===== src/rtl/c_pkg.sv =====
// Shared definitions for the coefficient round-and-stream slice.
// Holds the memory geometry, the polynomial parameters and the FSM
// state encoding used by c_round_stream.
package c_pkg;

    localparam int RAM_WIDTH     = 12;
    localparam int RAM_ADDR_BITS = 10;
    localparam int N             = 757;
    localparam int Q             = 4091;

    typedef enum logic [1:0] {
        IDLE  = 2'd0,
        RUN   = 2'd1,
        DRAIN = 2'd2,
        DONE  = 2'd3
    } state_t;

endpackage


===== src/rtl/c_round3.sv =====
// Combinational sntrup Round of one residue.
// Centres x from [0,MOD) into [-(MOD-1)/2, (MOD-1)/2] and moves it to the
// nearest multiple of 3.
// Ports:
//   x  in   W      residue in [0,MOD)
//   y  out  OUT_W  rounded value, two's complement
module c_round3
    import c_pkg::*;
#(
    parameter int W     = RAM_WIDTH,
    parameter int MOD   = Q,
    parameter int OUT_W = W + 1
) (
    input  logic [W-1:0]     x,
    output logic [OUT_W-1:0] y
);

    localparam int HALF = (MOD - 1) / 2;
    // Smallest multiple of 3 that is >= HALF. Adding it to the centred value
    // makes it non-negative without changing its residue mod 3, so a plain
    // unsigned modulo yields the non-negative residue for negative values too.
    localparam int BIAS = ((HALF + 2) / 3) * 3;

    localparam logic [OUT_W-1:0] HALF_V = OUT_W'(HALF);
    localparam logic [OUT_W-1:0] MOD_V  = OUT_W'(MOD);
    localparam logic [OUT_W-1:0] BIAS_V = OUT_W'(BIAS);
    localparam logic [OUT_W-1:0] ONE    = OUT_W'(1);
    localparam logic [OUT_W-1:0] THREE  = OUT_W'(3);

    logic [OUT_W-1:0] x_ext;
    logic [OUT_W-1:0] v;
    logic [OUT_W-1:0] u;
    logic [OUT_W-1:0] rem;

    // All arithmetic is done on OUT_W-bit patterns; wrap-around gives the
    // correct two's complement result because |v| <= HALF fits in OUT_W bits.
    always_comb begin
        x_ext = {1'b0, x};
        v     = (x_ext > HALF_V) ? (x_ext - MOD_V) : x_ext;
        u     = v + BIAS_V;
        rem   = u % THREE;
        if (rem == '0) begin
            y = v;
        end else if (rem == ONE) begin
            y = v - ONE;
        end else begin
            y = v + ONE;
        end
    end

endmodule


===== src/rtl/c_round_stream.sv =====
// Reads N coefficients from the coefficient RAM, rounds each to a multiple
// of 3 (centred) and streams them out over a valid/ready interface.
// Ports:
//   clk, rst             clock, synchronous active-high reset
//   start                one-cycle run request (accepted in IDLE or DONE)
//   busy, done           run in progress / one-cycle completion pulse
//   rd_addr, rd_data     asynchronous-read RAM port
//   out_data, out_valid, out_ready, out_last   output stream
module c_round_stream #(
    parameter int RAM_WIDTH     = c_pkg::RAM_WIDTH,
    parameter int RAM_ADDR_BITS = c_pkg::RAM_ADDR_BITS,
    parameter int N             = c_pkg::N,
    parameter int Q             = c_pkg::Q,
    parameter int OUT_W         = RAM_WIDTH + 1
) (
    input  logic                     clk,
    input  logic                     rst,
    input  logic                     start,
    output logic                     busy,
    output logic                     done,
    output logic [RAM_ADDR_BITS-1:0] rd_addr,
    input  logic [RAM_WIDTH-1:0]     rd_data,
    output logic [OUT_W-1:0]         out_data,
    output logic                     out_valid,
    input  logic                     out_ready,
    output logic                     out_last
);

    import c_pkg::*;

    localparam logic [RAM_ADDR_BITS-1:0] LAST_ADDR = RAM_ADDR_BITS'(N - 1);
    localparam logic [RAM_ADDR_BITS-1:0] ADDR_ONE  = RAM_ADDR_BITS'(1);

    state_t                   state;
    state_t                   state_nxt;
    logic [RAM_ADDR_BITS-1:0] cnt;
    logic                     s1_valid;
    logic                     s1_last;
    logic [RAM_WIDTH-1:0]     s1_data;
    logic [OUT_W-1:0]         rounded;
    logic                     adv;
    logic                     at_last;
    logic                     start_accept;

    // The whole pipeline moves only when the output register can be emptied.
    assign adv          = !out_valid || out_ready;
    assign at_last      = (cnt == LAST_ADDR);
    assign rd_addr      = cnt;
    assign start_accept = start && ((state == IDLE) || (state == DONE));

    c_round3 #(
        .W     (RAM_WIDTH),
        .MOD   (Q),
        .OUT_W (OUT_W)
    ) u_round3 (
        .x (s1_data),
        .y (rounded)
    );

    always_comb begin
        state_nxt = state;
        busy      = 1'b0;
        done      = 1'b0;
        case (state)
            IDLE: begin
                if (start) state_nxt = RUN;
            end
            RUN: begin
                busy = 1'b1;
                if (adv && at_last) state_nxt = DRAIN;
            end
            DRAIN: begin
                busy = 1'b1;
                if (out_valid && out_ready && out_last) state_nxt = DONE;
            end
            DONE: begin
                done = 1'b1;
                // A start arriving with done chains straight into the next run.
                state_nxt = start ? RUN : IDLE;
            end
            default: state_nxt = IDLE;
        endcase
    end

    always_ff @(posedge clk) begin
        if (rst) begin
            state     <= IDLE;
            cnt       <= '0;
            s1_valid  <= 1'b0;
            s1_last   <= 1'b0;
            s1_data   <= '0;
            out_valid <= 1'b0;
            out_data  <= '0;
            out_last  <= 1'b0;
        end else begin
            state <= state_nxt;

            // The counter saturates at N-1 so rd_addr parks there while draining.
            if (start_accept) begin
                cnt <= '0;
            end else if ((state == RUN) && adv && !at_last) begin
                cnt <= cnt + ADDR_ONE;
            end

            if (adv) begin
                s1_valid  <= (state == RUN);
                s1_last   <= (state == RUN) && at_last;
                s1_data   <= rd_data;
                out_valid <= s1_valid;
                out_last  <= s1_last;
                out_data  <= rounded;
            end
        end
    end

endmodule

===== config.mk =====
export PLATFORM = sky130hd
export DESIGN_NAME = c_round_stream
export DESIGN_NICKNAME = d
export VERILOG_FILES = /design/src/rtl/c_pkg.sv /design/src/rtl/c_round3.sv /design/src/rtl/c_round_stream.sv
export SDC_FILE = /design/constraint.sdc
export NUM_CORES = 1
export LEC_CHECK = 0
export ABC_AREA = 1
export BUFFER_PORTS_ARGS = -buffer_cell sky130_fd_sc_hd__clkbuf_2
export CAP_MARGIN = 30
export CORE_MARGIN = 2
export CORE_UTILIZATION = 55
export DETAILED_ROUTE_END_ITERATION = 10
export PLACE_DENSITY_LB_ADDON = 0.08
export SLEW_MARGIN = 25
export SYNTH_ARGS = -nofsm -noshare
export SYNTH_HDL_FRONTEND = slang
export SYNTH_SLANG_ARGS = --single-unit

===== constraint.sdc =====
create_clock -name clk -period 23.3 [get_ports clk]
set_clock_uncertainty 0.2 [all_clocks]
set_input_delay 6.99 -clock clk [delete_from_list [all_inputs] [get_ports clk]]
set_output_delay 6.99 -clock clk [all_outputs]
set_load 0.01 [all_outputs]

==> flow_summary.yaml <==
synthesis:
  syn-instance-count: 954
  synth_flop_cell: "dfxtp_1"
  synth-edff-count: 0
  synth_top_area_share: 0.1769
  yosys.area_share.simple: 0.5115
  ys_top_cells_by_count: "nand2_1 (269), inv_1 (120), nand3_1 (90)"
  yosysSeqAreaShare: 0.1438
  synth.avg_cell_area_um2: 5.985
  synth_nets: 999
  syn-cell-area_mm2: 0.005709
  synthTopCellsByArea: "nand2_1 (18%), dfxtp_1 (14%), inv_1 (7.9%)"
  synthMuxAreaShare: 0
  ys_ff_latch: 41
  synth_top_family_by_area: "simple AND/OR/NAND/NOR gates"
  synthArstFlopShare: 0
  yosysTopAreaCell: "nand2_1"
  synth_fa_ha_area_frac: 0.06487
  yosysMostFrequentCell: "nand2_1"
  synth.distinct_cells: 44
  synthXorXnorAreaFrac: 0.04317
  yosysWarnings: 0
  synth_compound_area_frac: 0.1223
worst_setup_path:
  critical_path.max_fanout: 16
  endpoint_kind: "flip-flop"
  crit_top_cell: "nand2_1"
  start_kind: "flip-flop"
  critPathRequiredTime_ps: 23310
  arrival_ps: 11680
  path_class: "flip-flop to flip-flop"
  critPathMaxStageDelay_ps: 550
  slowest_stage: "nor2_1"
final_layout:
  register_area_um2: 820.8
  drive_gt1_frac: 0.1956
  antenna-diode-count: 0
  synthToLayoutAreaGrowth_pct: 6.838
  fin_nets: 1037
  multi_input_area_mm2: 0.004238
  num-fill-cells: 1040
sta:
  timing.setup.tns_ps: 0
  fmax_mhz: 85.70
  final-hold-violation-count: 0
  setup_viol_count_final: 0
  layout_setup_ws_ps: 11630
  period_share: 0.5008
  slew-limit-headroom: 0.5320
  rsz0062_at_grt: "no"
  fin_crit_ps: 11670
  slew_viol_final: 0
  tightest_slew_ps: 699.4
cts:
  clk_latency_ps: 310
  clock-sinks: 41
  cts-hold-fix-buffers: 0
  postCtsSetupRepairBufs: 0
  numCtsBuffers: 5
  tritoncts: "built"
  root_buffer: "clkbuf_8"
  cts_htree_levels: 2
  cts_buffer_depth: 2
  cts_resized: 0
  cts.clk_slew.worst_paths_ps: 80
placement:
  place_ws_ps: 11760
  dp_hpwl_um: 10960
  io_buffers: 42
  gp_congestion: 0.9605
route:
  wl_um: 13640
  ant_nets: 0
  drc: 0
  vias_per_cell: 5.132
  drtIter0Drc: 373
  wl_per_cell_um: 12.09
  vias: 5789
  dr.pass1.iters: 5
flow_run:
  cap_viol_max_count: 0
die:
  io_pins: 43
  dieHeight_um: 105.9
  initial_core_util: 0.5606
  rows: 37
  die_w_um: 105.9
  core_region_area_mm2: 0.01018
  die-area_mm2: 0.01121
global_route:
  grt_first_pass_wirelength_um: 23450
  track_usage: 0.2492
  overflow: 0
  grt_pass1_vias: 5237
  grt_max_degree: 41
  antenna_found_initial: 0
worst_hold_path:
  worst_hold_path_type: "flip-flop to flip-flop"
status:
  status: "finished, final reports clean"
-- worst paths after layout --
| check | start | endpoint | slack [ps] | cells past startpoint |
|---|---|---|---|---|
| worst min register to register | s1_last | out_last | 270 | 2 |
| worst min-delay path | s1_last | out_last | 270 | 2 |
| worst max register to register | s1_data[0] | out_data[12] | 11630 | 88 |
| worst max-delay path | s1_data[0] | out_data[12] | 11630 | 88 |
-- through the flow --
stage / cell area (µm²) / hold slack (ps) / utilization / cells
floorplan: 5709 / 233.6 / - / 954
global route: 6100 / 296.6 / 0.5989 / 1128
finish: 6100 / 271.5 / 0.5989 / 1128
CTS: 6100 / 271.6 / 0.5989 / 1128
global placement: 6018 / 259.9 / 0.5909 / 1121
detailed placement: 6018 / 252.6 / 0.5909 / 1121
-- cells by family after synthesis --
| logic type | count (synthesis) |
|---|---|
| AO/OA/AOI/OAI | 125 |
| adder cells (fa/ha/maj) | 29 |
| buffers and inverters | 162 |
| XOR/XNOR | 26 |
| AND/OR/NAND/NOR | 571 |
| flip-flops | 41 |
-- final cells by class --
| class | count | area share |
|---|---|---|
| flip-flops and latches | 41 | 0.1346 |
| inverters | 149 | 0.09251 |
| well taps | 136 | 0.02790 |
| repair buffers | 44 | 0.03692 |
| clock buffers | 6 | 0.01190 |
| multi-input cells | 751 | 0.6948 |
| clock inverters | 1 | 0.001436 |
-- sequential cells by signal, indices dropped and copies added, names as in the netlist --
| name | cells |
|---|---|
| out_data | 13 |
| out_last | 1 |
| out_valid | 1 |
| rd_addr | 10 |
| s1_data | 12 |
| s1_last | 1 |
| s1_valid | 1 |
| state | 2 |
-- layer usage --
metal	global-route usage	vias to the layer above	wire length, µm
li1	-	3132	-
met1	0.3357	2507	6662
met2	0.4134	126	6112
met3	0.02412	24	492
met4	0.09023	0	374
met5	0	-	0
-- placed cells by master (no fill, tap or decap), drive strengths merged --
master	count
a211oi	2
a21boi	1
a21oi	41
a22oi	1
a311oi	1
a31oi	2
buf	2
clkbuf	48
clkinv	3
dfxtp	41
fa	1
ha	28
inv	147
nand2	331
nand3	111
nand3b	3
nand4	22
nor2	91
nor3	8
nor3b	2
o211ai	1
o21a	1
o21ai	59
o21bai	16
or2	3
xnor2	5
xor2	21
-- worst max-delay path: cells and delay by family, from the launching register on --
family	cells	cell delay, ps
flops	1	450
compound gates	7	1210
fa+ha+maj	4	940
buf+inv	10	930
simple gates	67	7810
Power is not shown: default switching activity piles up to over one toggle a cycle in this logic, so the estimate is an artifact.
